==> src/rtl/multi_pkg.sv <==
// multi_pkg: shared encodings for the multi-cycle MIPS control path.
//   - state codes (FETCH=0 .. TRAP=12, JAL=13) and the matching state enum
//   - opcode constants (IR[31:26])
//   - datapath select codes: ALU_OP_*, SRCB_*, PCSRC_*, REGDST_*, M2R_*
// The optional JAL instruction is enabled by defining MULTI_JAL_EN.
package multi_pkg;

   // State codes; also visible on the debug 'state' port.
   localparam logic [3:0] FETCH     = 4'd0;
   localparam logic [3:0] DECODE    = 4'd1;
   localparam logic [3:0] MEM_ADDR  = 4'd2;
   localparam logic [3:0] MEM_READ  = 4'd3;
   localparam logic [3:0] MEM_WB    = 4'd4;
   localparam logic [3:0] MEM_WRITE = 4'd5;
   localparam logic [3:0] R_EXEC    = 4'd6;
   localparam logic [3:0] R_WB      = 4'd7;
   localparam logic [3:0] BRANCH    = 4'd8;
   localparam logic [3:0] JUMP      = 4'd9;
   localparam logic [3:0] I_EXEC    = 4'd10;
   localparam logic [3:0] I_WB      = 4'd11;
   localparam logic [3:0] TRAP      = 4'd12;
   localparam logic [3:0] JAL       = 4'd13;

   typedef enum logic [3:0] {
      StFetch    = FETCH,
      StDecode   = DECODE,
      StMemAddr  = MEM_ADDR,
      StMemRead  = MEM_READ,
      StMemWb    = MEM_WB,
      StMemWrite = MEM_WRITE,
      StRExec    = R_EXEC,
      StRWb      = R_WB,
      StBranch   = BRANCH,
      StJump     = JUMP,
      StIExec    = I_EXEC,
      StIWb      = I_WB,
      StTrap     = TRAP,
      StJal      = JAL
   } state_e;

   // Opcodes
   localparam logic [5:0] OP_R    = 6'h00;
   localparam logic [5:0] OP_J    = 6'h02;
   localparam logic [5:0] OP_JAL  = 6'h03;
   localparam logic [5:0] OP_BEQ  = 6'h04;
   localparam logic [5:0] OP_BNE  = 6'h05;
   localparam logic [5:0] OP_ADDI = 6'h08;
   localparam logic [5:0] OP_LW   = 6'h23;
   localparam logic [5:0] OP_SW   = 6'h2B;

   // ALU operation
   localparam logic [1:0] ALU_OP_ADD   = 2'b00;
   localparam logic [1:0] ALU_OP_SUB   = 2'b01;
   localparam logic [1:0] ALU_OP_FUNCT = 2'b10;

   // ALU operand A / memory address source
   localparam logic SRCA_PC     = 1'b0;
   localparam logic SRCA_A      = 1'b1;
   localparam logic IORD_PC     = 1'b0;
   localparam logic IORD_ALUOUT = 1'b1;

   // ALU operand B
   localparam logic [1:0] SRCB_B       = 2'b00;
   localparam logic [1:0] SRCB_FOUR    = 2'b01;
   localparam logic [1:0] SRCB_IMM     = 2'b10;
   localparam logic [1:0] SRCB_IMM_SH2 = 2'b11;

   // PC source
   localparam logic [1:0] PCSRC_ALU    = 2'b00;
   localparam logic [1:0] PCSRC_ALUOUT = 2'b01;
   localparam logic [1:0] PCSRC_JUMP   = 2'b10;

   // Register file write address / data
   localparam logic [1:0] REGDST_RT  = 2'b00;
   localparam logic [1:0] REGDST_RD  = 2'b01;
   localparam logic [1:0] REGDST_RA  = 2'b10;
   localparam logic [1:0] M2R_ALUOUT = 2'b00;
   localparam logic [1:0] M2R_MDR    = 2'b01;
   localparam logic [1:0] M2R_PC     = 2'b10;

   // States that wait on the memory handshake and are covered by the watchdog.
   function automatic logic is_mem_wait(state_e s);
      return (s == StFetch) || (s == StMemRead) || (s == StMemWrite);
   endfunction

endpackage

==> src/rtl/multi_wdog.sv <==
// multi_wdog: memory-wait watchdog counter.
//   clk     in   clock, rising edge
//   reset   in   asynchronous, active-high
//   clr     in   clear the count (ack seen, state change, or not waiting)
//   inc     in   one more cycle waited without an ack
//   timeout out  this is the (2**WDOG_W-1)-th consecutive un-acked wait cycle
module multi_wdog #(
   parameter int unsigned WDOG_W = 4
) (
   input  logic clk,
   input  logic reset,
   input  logic clr,
   input  logic inc,
   output logic timeout
);

   // The count holds the number of earlier un-acked cycles, so the cycle that sees
   // 2**WDOG_W-2 here is the last allowed one.
   localparam logic [WDOG_W-1:0] LAST = WDOG_W'((2 ** WDOG_W) - 2);

   logic [WDOG_W-1:0] cnt_q;

   always_ff @(posedge clk or posedge reset) begin
      if (reset) begin
         cnt_q <= '0;
      end else if (clr) begin
         cnt_q <= '0;
      end else if (inc) begin
         cnt_q <= cnt_q + WDOG_W'(1);
      end
   end

   assign timeout = inc && (cnt_q == LAST);

endmodule

==> src/rtl/multi_ctrl_fsm.sv <==
// multi_ctrl_fsm: main control FSM of the multi-cycle MIPS core.
//   clk, reset                 clock; asynchronous active-high reset
//   op_code, alu_zero, mem_ack IR[31:26], ALU zero flag, memory handshake
//   pc_wr, pc_src, iord        PC load/source, memory address source
//   mem_rd, mem_wr, ir_wr      memory requests, IR load
//   alu_op, alu_src_a/b        ALU control and operand selects
//   reg_dst, mem_to_reg, reg_wr register file write controls
//   state                      debug view of the current state
//   illegal_op, wdog_err       sticky trap causes
//   instr_cnt                  retired-instruction counter (wraps)
// Optional JAL support is compiled in when MULTI_JAL_EN is defined.
module multi_ctrl_fsm
   import multi_pkg::*;
#(
   parameter int unsigned WDOG_W = 4,
   parameter int unsigned CNT_W  = 32
) (
   input  logic             clk,
   input  logic             reset,
   input  logic [5:0]       op_code,
   input  logic             alu_zero,
   input  logic             mem_ack,
   output logic             pc_wr,
   output logic [1:0]       pc_src,
   output logic             iord,
   output logic             mem_rd,
   output logic             mem_wr,
   output logic             ir_wr,
   output logic [1:0]       alu_op,
   output logic             alu_src_a,
   output logic [1:0]       alu_src_b,
   output logic [1:0]       reg_dst,
   output logic [1:0]       mem_to_reg,
   output logic             reg_wr,
   output logic [3:0]       state,
   output logic             illegal_op,
   output logic             wdog_err,
   output logic [CNT_W-1:0] instr_cnt
);

   state_e           state_q, state_d;
   logic             illegal_q, wdog_err_q;
   logic [CNT_W-1:0] instr_cnt_q;
   logic             dec_illegal;
   logic             wdog_inc, wdog_clr, wdog_timeout;
   logic             retire;

   // Watchdog: counts un-acked cycles in the memory wait states.
   assign wdog_inc = is_mem_wait(state_q) && !mem_ack;
   assign wdog_clr = !wdog_inc || (state_d != state_q);

   multi_wdog #(
      .WDOG_W (WDOG_W)
   ) u_wdog (
      .clk     (clk),
      .reset   (reset),
      .clr     (wdog_clr),
      .inc     (wdog_inc),
      .timeout (wdog_timeout)
   );

   // Next-state logic; an ack on the timeout cycle takes priority over the trap.
   always_comb begin
      state_d     = state_q;
      dec_illegal = 1'b0;
      unique case (state_q)
         StFetch: begin
            if (mem_ack)           state_d = StDecode;
            else if (wdog_timeout) state_d = StTrap;
         end
         StDecode: begin
            unique case (op_code)
               OP_LW, OP_SW:   state_d = StMemAddr;
               OP_R:           state_d = StRExec;
               OP_BEQ, OP_BNE: state_d = StBranch;
               OP_J:           state_d = StJump;
               OP_ADDI:        state_d = StIExec;
`ifdef MULTI_JAL_EN
               OP_JAL:         state_d = StJal;
`endif
               default: begin
                  state_d     = StTrap;
                  dec_illegal = 1'b1;
               end
            endcase
         end
         StMemAddr:  state_d = (op_code == OP_SW) ? StMemWrite : StMemRead;
         StMemRead: begin
            if (mem_ack)           state_d = StMemWb;
            else if (wdog_timeout) state_d = StTrap;
         end
         StMemWb:    state_d = StFetch;
         StMemWrite: begin
            if (mem_ack)           state_d = StFetch;
            else if (wdog_timeout) state_d = StTrap;
         end
         StRExec:    state_d = StRWb;
         StRWb:      state_d = StFetch;
         StBranch:   state_d = StFetch;
         StJump:     state_d = StFetch;
         StIExec:    state_d = StIWb;
         StIWb:      state_d = StFetch;
         StTrap:     state_d = StTrap;
`ifdef MULTI_JAL_EN
         StJal:      state_d = StFetch;
`endif
         default:    state_d = StTrap;
      endcase
   end

   assign retire = (state_d == StFetch) && (state_q != StFetch);

   always_ff @(posedge clk or posedge reset) begin
      if (reset) begin
         state_q     <= StFetch;
         illegal_q   <= 1'b0;
         wdog_err_q  <= 1'b0;
         instr_cnt_q <= '0;
      end else begin
         state_q <= state_d;
         if (dec_illegal)  illegal_q   <= 1'b1;
         if (wdog_timeout) wdog_err_q  <= 1'b1;
         if (retire)       instr_cnt_q <= instr_cnt_q + CNT_W'(1);
      end
   end

   // Moore output decode; only FETCH and BRANCH strobes look at inputs.
   always_comb begin
      pc_wr      = 1'b0;
      pc_src     = PCSRC_ALU;
      iord       = IORD_PC;
      mem_rd     = 1'b0;
      mem_wr     = 1'b0;
      ir_wr      = 1'b0;
      alu_op     = ALU_OP_ADD;
      alu_src_a  = SRCA_PC;
      alu_src_b  = SRCB_B;
      reg_dst    = REGDST_RT;
      mem_to_reg = M2R_ALUOUT;
      reg_wr     = 1'b0;
      unique case (state_q)
         StFetch: begin
            mem_rd    = 1'b1;
            alu_src_b = SRCB_FOUR;
            ir_wr     = mem_ack;
            pc_wr     = mem_ack;
         end
         StDecode: alu_src_b = SRCB_IMM_SH2;
         StMemAddr, StIExec: begin
            alu_src_a = SRCA_A;
            alu_src_b = SRCB_IMM;
         end
         StMemRead: begin
            mem_rd = 1'b1;
            iord   = IORD_ALUOUT;
         end
         StMemWb: begin
            mem_to_reg = M2R_MDR;
            reg_wr     = 1'b1;
         end
         StMemWrite: begin
            mem_wr = 1'b1;
            iord   = IORD_ALUOUT;
         end
         StRExec: begin
            alu_src_a = SRCA_A;
            alu_op    = ALU_OP_FUNCT;
         end
         StRWb: begin
            reg_dst = REGDST_RD;
            reg_wr  = 1'b1;
         end
         StBranch: begin
            alu_src_a = SRCA_A;
            alu_op    = ALU_OP_SUB;
            pc_src    = PCSRC_ALUOUT;
            pc_wr     = (op_code == OP_BNE) ? !alu_zero : alu_zero;
         end
         StJump: begin
            pc_src = PCSRC_JUMP;
            pc_wr  = 1'b1;
         end
         StIWb: reg_wr = 1'b1;
`ifdef MULTI_JAL_EN
         // PC already holds PC+4 from FETCH, so it is the link value.
         StJal: begin
            pc_src     = PCSRC_JUMP;
            pc_wr      = 1'b1;
            reg_dst    = REGDST_RA;
            mem_to_reg = M2R_PC;
            reg_wr     = 1'b1;
         end
`endif
         default: ;
      endcase
      // Strobes drop as soon as reset rises, without waiting for a clock.
      if (reset) begin
         pc_wr  = 1'b0;
         ir_wr  = 1'b0;
         mem_rd = 1'b0;
         mem_wr = 1'b0;
         reg_wr = 1'b0;
      end
   end

   assign state      = state_q;
   assign illegal_op = illegal_q;
   assign wdog_err   = wdog_err_q;
   assign instr_cnt  = instr_cnt_q;

endmodule

==> config.mk <==
export PLATFORM = sky130hd
export DESIGN_NAME = multi_ctrl_fsm
export DESIGN_NICKNAME = d
export VERILOG_FILES = /design/src/rtl/multi_pkg.sv /design/src/rtl/multi_wdog.sv /design/src/rtl/multi_ctrl_fsm.sv
export SDC_FILE = /design/constraint.sdc
export NUM_CORES = 1
export LEC_CHECK = 0
export ABC_AREA = 1
export CAP_MARGIN = 20
export CORE_MARGIN = 1
export CORE_UTILIZATION = 55
export DETAILED_ROUTE_END_ITERATION = 6
export PLACE_DENSITY = 0.83
export SLEW_MARGIN = 20
export SYNTH_ARGS = -nofsm -noshare
export SYNTH_HDL_FRONTEND = slang
export SYNTH_SLANG_ARGS = --single-unit
==> constraint.sdc <==
create_clock -name clk -period 4.3 [get_ports clk]
set_input_delay 1.29 -clock clk [delete_from_list [all_inputs] [get_ports clk]]
set_output_delay 1.29 -clock clk [all_outputs]
set_load 0.03 [all_outputs]
# Word-level counts from Yosys, hierarchy flattened
# Index checks and enable logic that the tools add are counted.
word_totals:
  out_inout_bits: 55
  regBits: 42
  elab_cells: 78
  in_bits: 10
classes:
  muxes: 29
  eq_ne: 19
  n_addsub: 2
  reduce_logical: 23
ops:
  columns: ["cell", "n"]
  rows:
  - ["$add A32 B1 Y32 const B", 1]
  - ["$pmux W4 S8", 1]
  - ["$mux W4", 6]
  - ["$eq A4 B4 Y1 const B", 5]
  - ["$pmux W4 S5", 1]
  - ["$eq A4 B3 Y1 const B", 4]
  - ["$mux W1", 16]
  - ["$eq A6 B3 Y1 const B", 2]
  - ["$eq A6 B6 Y1 const B", 2]
  - ["$reduce_or A2 Y1", 5]
  - ["$eq A4 B2 Y1 const B", 2]
  - ["$logic_not A4 Y1", 2]
  - ["$pmux W2 S2", 2]
  - ["$reduce_or A7 Y1", 1]
  - ["$eq A6 B2 Y1 const B", 1]
  - ["$eq A6 B4 Y1 const B", 1]
  - ["$logic_not A6 Y1", 1]
  - ["$pmux W2 S3", 1]
  - ["$reduce_or A5 Y1", 1]
  - ["$add A4 B1 Y4 const B", 1]
  - ["$eq A4 B1 Y1 const B", 1]
  - ["$ne A4 B4 Y1", 1]
  - ["$reduce_bool A4 Y1", 1]
  - ["$reduce_or A4 Y1", 1]
  - ["other kinds (7)", 13]

# Depth between registers and ports, before layout
# Gate-level depths: netlist (run 1).
depth:
  word_depth: 11
  mapped_depth: 13
  ltp_nobuf: 12

# By module
# A second synthesis (run 1) with hierarchy kept.
hier_totals:
  cells_unflattened: 457
  hier_area_um2: 2961.6
by_module_without_submodules:
  columns: ["mod", "cells_per_inst", "area_each_um2", "seq_area_each_um2", "n_inst"]
  rows:
  - ["multi_ctrl_fsm", 430, 2732.6, 950.9, 1]
  - ["multi_wdog", 27, 229.0, 100.1, 1]

# Worst setup path after synthesis (run 1)
# Ideal clock, no wire load.
synth_timing:
  kind: "in2out"
  start: "input op_code[5]"
  end: "output pc_wr"
  arrival_time_ns: 2.255
  required_ns: 3.010
  path_buffers: 0
  path_stages: 5
  path_slack_ns: 0.755
  cell_sequence: "nor2_4 nand4_1 nor2_1 o21ai_0 a31oi_1"
synth_between:
  elab_chain_len: 4
synth_rtl:
  columns: ["element", "line", "rtl"]
  rows:
  - ["start: declaration", "multi_ctrl_fsm.sv:20", "input logic [5:0] op_code,"]
  - ["$eq A6 B3 Y1", "multi_ctrl_fsm.sv:177", "pc_wr = (op_code == OP_BNE) ? !alu_zero : alu_zero;"]
  - ["$mux W1", "multi_ctrl_fsm.sv:177", null]
  - ["$pmux W1 S3", "multi_ctrl_fsm.sv:141", "unique case (state_q)"]
  - ["$mux W1", "multi_ctrl_fsm.sv:197", "if (reset) begin"]
  - ["end: declaration", "multi_ctrl_fsm.sv:23", "output logic pc_wr,"]
# Every way passes these cells.

# Final worst setup path (run 1)
layout_timing:
  start: "input op_code[2]"
  end: "output pc_wr"
# Same word-level chain as after synthesis.

==> impl.org, run 1 <==
** Global routing
- The first global-routing pass estimated approximately 12 mm of wire.
- The number of antenna violations at the first check in global routing came to 0.
- Global routing finished with a remaining overflow of 0.
- The via count of the first global-routing pass is ~2500.
- In the global route stage, overall resource usage came out at 27.49%.
- Maximum number of pins on one net before global-route repair :: 43

** Hold path
- In this run the worst hold path is classified as reg2reg.
- Hold path startpoint :: illegal_op
- The worst hold path was traced through 2 stages.
- Hold path endpoint :: illegal_op

** Logic synthesis
- In this run, synthesis produced a sequential element count of 42.
- The cell count after synthesis came out at approximately 420.
- Among all flip-flop cells after synthesis, the most frequent one is dfrtp_1.
- Counting flops with an async set or reset pin after synthesis yields a share of 100.0%.
- After synthesis, the netlist uses 29 different library cells.
- After synthesis, flip-flops and latches occupy approximately 36% of the total area.
- After synthesis the cells add up to around 3000 um^2.
- Average cell area after synthesis :: roughly 7.0 um^2
- Warnings, synthesis :: 0
- Yosys mapped a number of flops with a built-in enable equal to 0.

** Cells and area
- Commonest non-fill, non-tap cell in the layout :: nand2_1
- The area growth from synthesis to layout is 26.06%.
- Of the cells placed in the final design, the portion with a size suffix greater than 1 is under 10%.
- Highest-count cells in the layout ignoring fill and taps :: nand2_1 (141), clkdlybuf4s50_1 (61), nor2_1 (59)
- After filler insertion, the fill cell instance count of the layout stands at roughly 470.
- Final cell utilization of the core :: 72.05%
- After the last flow step, the layout net total stands at between 400 and 500.
- 0 antenna diodes ended up in the layout.

** Detailed routing
- Router iterations before antenna repair :: 5
- The detail route stage leaves a number of antenna-violating nets equal to 0.
- Summed over all layers, the routed wires come to around 7.3 mm.
- Detailed-route wire length per cell :: between 10 and 15 um
- Summing over every cut layer, the via total after detailed routing is ~2900.
- In the routed design, unresolved DRC markers number 0.
- The first routing iteration left 233 violations.
- In the routed layout, each cell is associated on average with a via count of around 5.3.

** Power and ir drop
- The internal portion of the total power is between 500 and 600 uW.
- Sequential share of power :: 53.0%
- Net load switching power :: 153.9 uW
- PD cells :: between 200 and 250 nW/um^2
- Sw Ratio :: 20.66%
- Of the total power, the clock network draws between 40% and 50%.
- Combinational logic is responsible for 4.2% of the overall power.
- Peak VDD IR :: between 0.0001 and 0.00015 V
- Leak Pwr :: 0.001770 uW

** Critical path
- The cell that appears most often on the critical path is inv_1.
- The worst register-to-register path has a depth of 11.
- Max stage delay on crit path :: ~0.53 ns
- Worst-path maximum fanout :: 4
- Worst r2r dst :: instr_cnt[4]
- Setup slack of the worst register-to-register path :: roughly 2.1 ns
- The worst setup path is captured at a primary output.
- The critical path contains buffers and inverters numbering 4 combined.
- Critical path cell sequence :: clkdlybuf4s50_1 -> inv_1 -> nor2_1 -> nand4_1 -> nand2_1 -> inv_1 -> o21ai_0 -> a31oi_1 -> buf_4
- Worst path arrival time :: 2.77 ns
- STA puts the critical path data required time at roughly 3.0 ns.
- The worst setup path is launched from a primary input.
- The worst register-to-register path begins at state[2].
- Family with the most delay on the worst path :: buffers and inverters
- The worst setup path is of the in2out kind.
- The largest individual stage delay along the critical path comes from the cell clkdlybuf4s50_1.

** STA
- The count of final hold-check violations is 0.
- On the final layout, the worst clock skew is 0.006934 ns.
- Setup repair after global routing missed its margin :: false
- Final number of max-transition violations :: 0
- Share of the cycle needed by the critical path after routing :: approximately 95%
- The worst path needs roughly 4 ns of the cycle, external delays included.
- Timing would allow up to roughly 250 MHz.
- Setup violations, final :: 0
- Measured slew at the worst slew-check pin :: 0.5284 ns
- The worst pin sits at a relative slew slack of 64.77%.
- Adding up every negative setup slack in the final design gives 0 ns.

** Clock tree
- H-tree level count :: 2
- The clock passes through at most 2 buffers.
- The later pin in the worst-skew pair is clocked with a latency of 0.30 ns.
- Counting every sink on the clock net gives 42.
- Clock transition time at the flip-flop clock pins of the worst setup and hold paths :: approximately 0.08 ns
- Post CTS Setup Buffer Count :: 0
- Number of hold-repair buffers added at the cts stage :: 0
- Root buffer cell :: clkbuf_8
- The number of gates resized after CTS was 0.
- Number of buffers inserted during clock tree synthesis :: 5
- TritonCTS built the clock tree.

** Placement
- The congestion estimate from routability-driven global placement came to 0.9580.
- Detailed placement ended at an HPWL of between 5 and 6 mm.
- During placement, the flow inserted port buffers numbering 62.

** Die
- Site row count :: 26
- The die covers 5638 um^2.
- Num ports :: between 60 and 70
- Measured along the y axis, the die boundary spans between 70 and 80 um.
- The die is between 70 and 80 um wide.
- In this run the standard cell core region covers 5140 um^2.
- Starting density of the core :: between 50% and 60%

** Outcome
- Outcome :: finished clean

** Run
- Maxcap violations :: 0
stage by stage:
step	power, uW	cell area (um^2)	worst slack (ns)	std cells	hold WS, ns
4_1_cts	748.1	3704	0.2816	554	0.4768
5_1_grt	769.1	3704	0.07283	554	0.4987
3_3_place_gp	432.9	3591	0.3514	547	0.4559
3_5_place_dp	434.0	3591	0.2819	547	0.4587
2_1_floorplan	419.6	2942	0.7549	422	0.4534
6_report	744.8	3704	0.2355	554	0.4695
how the worst max path moves through the flow:
stage | slack [ns] | cells after the start | to | from
after detailed placement | 0.28 | 9 | pc_wr | op_code[2]
after global routing | 0.07 | 9 | pc_wr | op_code[2]
after global placement | 0.35 | 9 | pc_wr | op_code[2]
after floorplan | 0.75 | 5 | pc_wr | op_code[5]
final | 0.24 | 9 | pc_wr | op_code[2]
after CTS | 0.28 | 9 | pc_wr | op_code[2]
layer usage:
| metal | vias up | track usage [%] | share of wire [%] |
|---|---|---|---|
| li1 | 1459 | - | - |
| met1 | 1348 | 38.34 | 46 |
| met2 | 117 | 43.24 | 46 |
| met3 | 15 | 5.756 | 6.5 |
| met4 | 0 | 7.966 | 2.1 |
| met5 | - | 0 | 0 |
cell families (layout without fill, tap and decap cells):
group | count (synthesis) | in the layout | synth area share [%]
buffers and inverters | 47 | 109 | 7.666
XOR/XNOR | 32 | 32 | 9.540
flip-flops | 42 | 42 | 35.78
other | 1 | 2 | 0.1276
AO/OA/AOI/OAI | 8 | 8 | 1.405
AND/OR/NAND/NOR | 288 | 288 | 44.21
adder cells (fa/ha/maj) | 3 | 3 | 1.278
cell usage after synthesis (4+ instances only):
library cell | count | area [um^2]
xor2_1 | 16 | 140.1
inv_1 | 31 | 116.4
dfrtp_1 | 42 | 1051
xnor2_1 | 16 | 140.1
buf_4 | 6 | 45.04
nor3_1 | 8 | 40.04
nand3_1 | 48 | 240.2
o21ai_0 | 4 | 20.02
nor2_1 | 59 | 221.5
nand4_1 | 12 | 75.07
nand2_2 | 4 | 25.02
nand2_1 | 141 | 529.3
layout make-up:
type                    count  area, um^2  share of cell area [%]
clock buffers               6       82.58                   2.230
multi-input cells         333        1665                   44.97
flip-flops and latches     42        1051                   28.38
inverters                  35       131.4                   3.547
repair buffers             67       655.6                   17.70
clock inverters             1       30.03                  0.8108
well taps                  70       87.58                   2.365
tightest hold or removal path, cell delays in order (launching register included):
cell     delay (ns)
dfrtp_1        0.35
inv_1          0.04
nand2_1        0.05
power by group through the flow:
| stage | sequential, uW | clock, uW | combinational [uW] |
|---|---|---|---|
| final | 395 | 319 | 31.2 |
| after global placement | 402 | 0 | 30.5 |
| after detailed placement | 402 | 0 | 31.5 |
| after CTS | 395 | 322 | 31.7 |
| after floorplan | 402 | 0 | 17.1 |
| after global routing | 395 | 339 | 35.7 |
registers in the layout, indices dropped and copies added (netlist names):
register / count
u_wdog.cnt_q: 4
state: 4
illegal_op: 1
instr_cnt: 32
wdog_err: 1
Power figures use the tool's default switching activity.
==> run 2, diff against run 1 <==
- SLEW_MARGIN: 20 -> 15
==> results of run 2 <==
Final layout, timing and power as in run 1 (identical DEF).
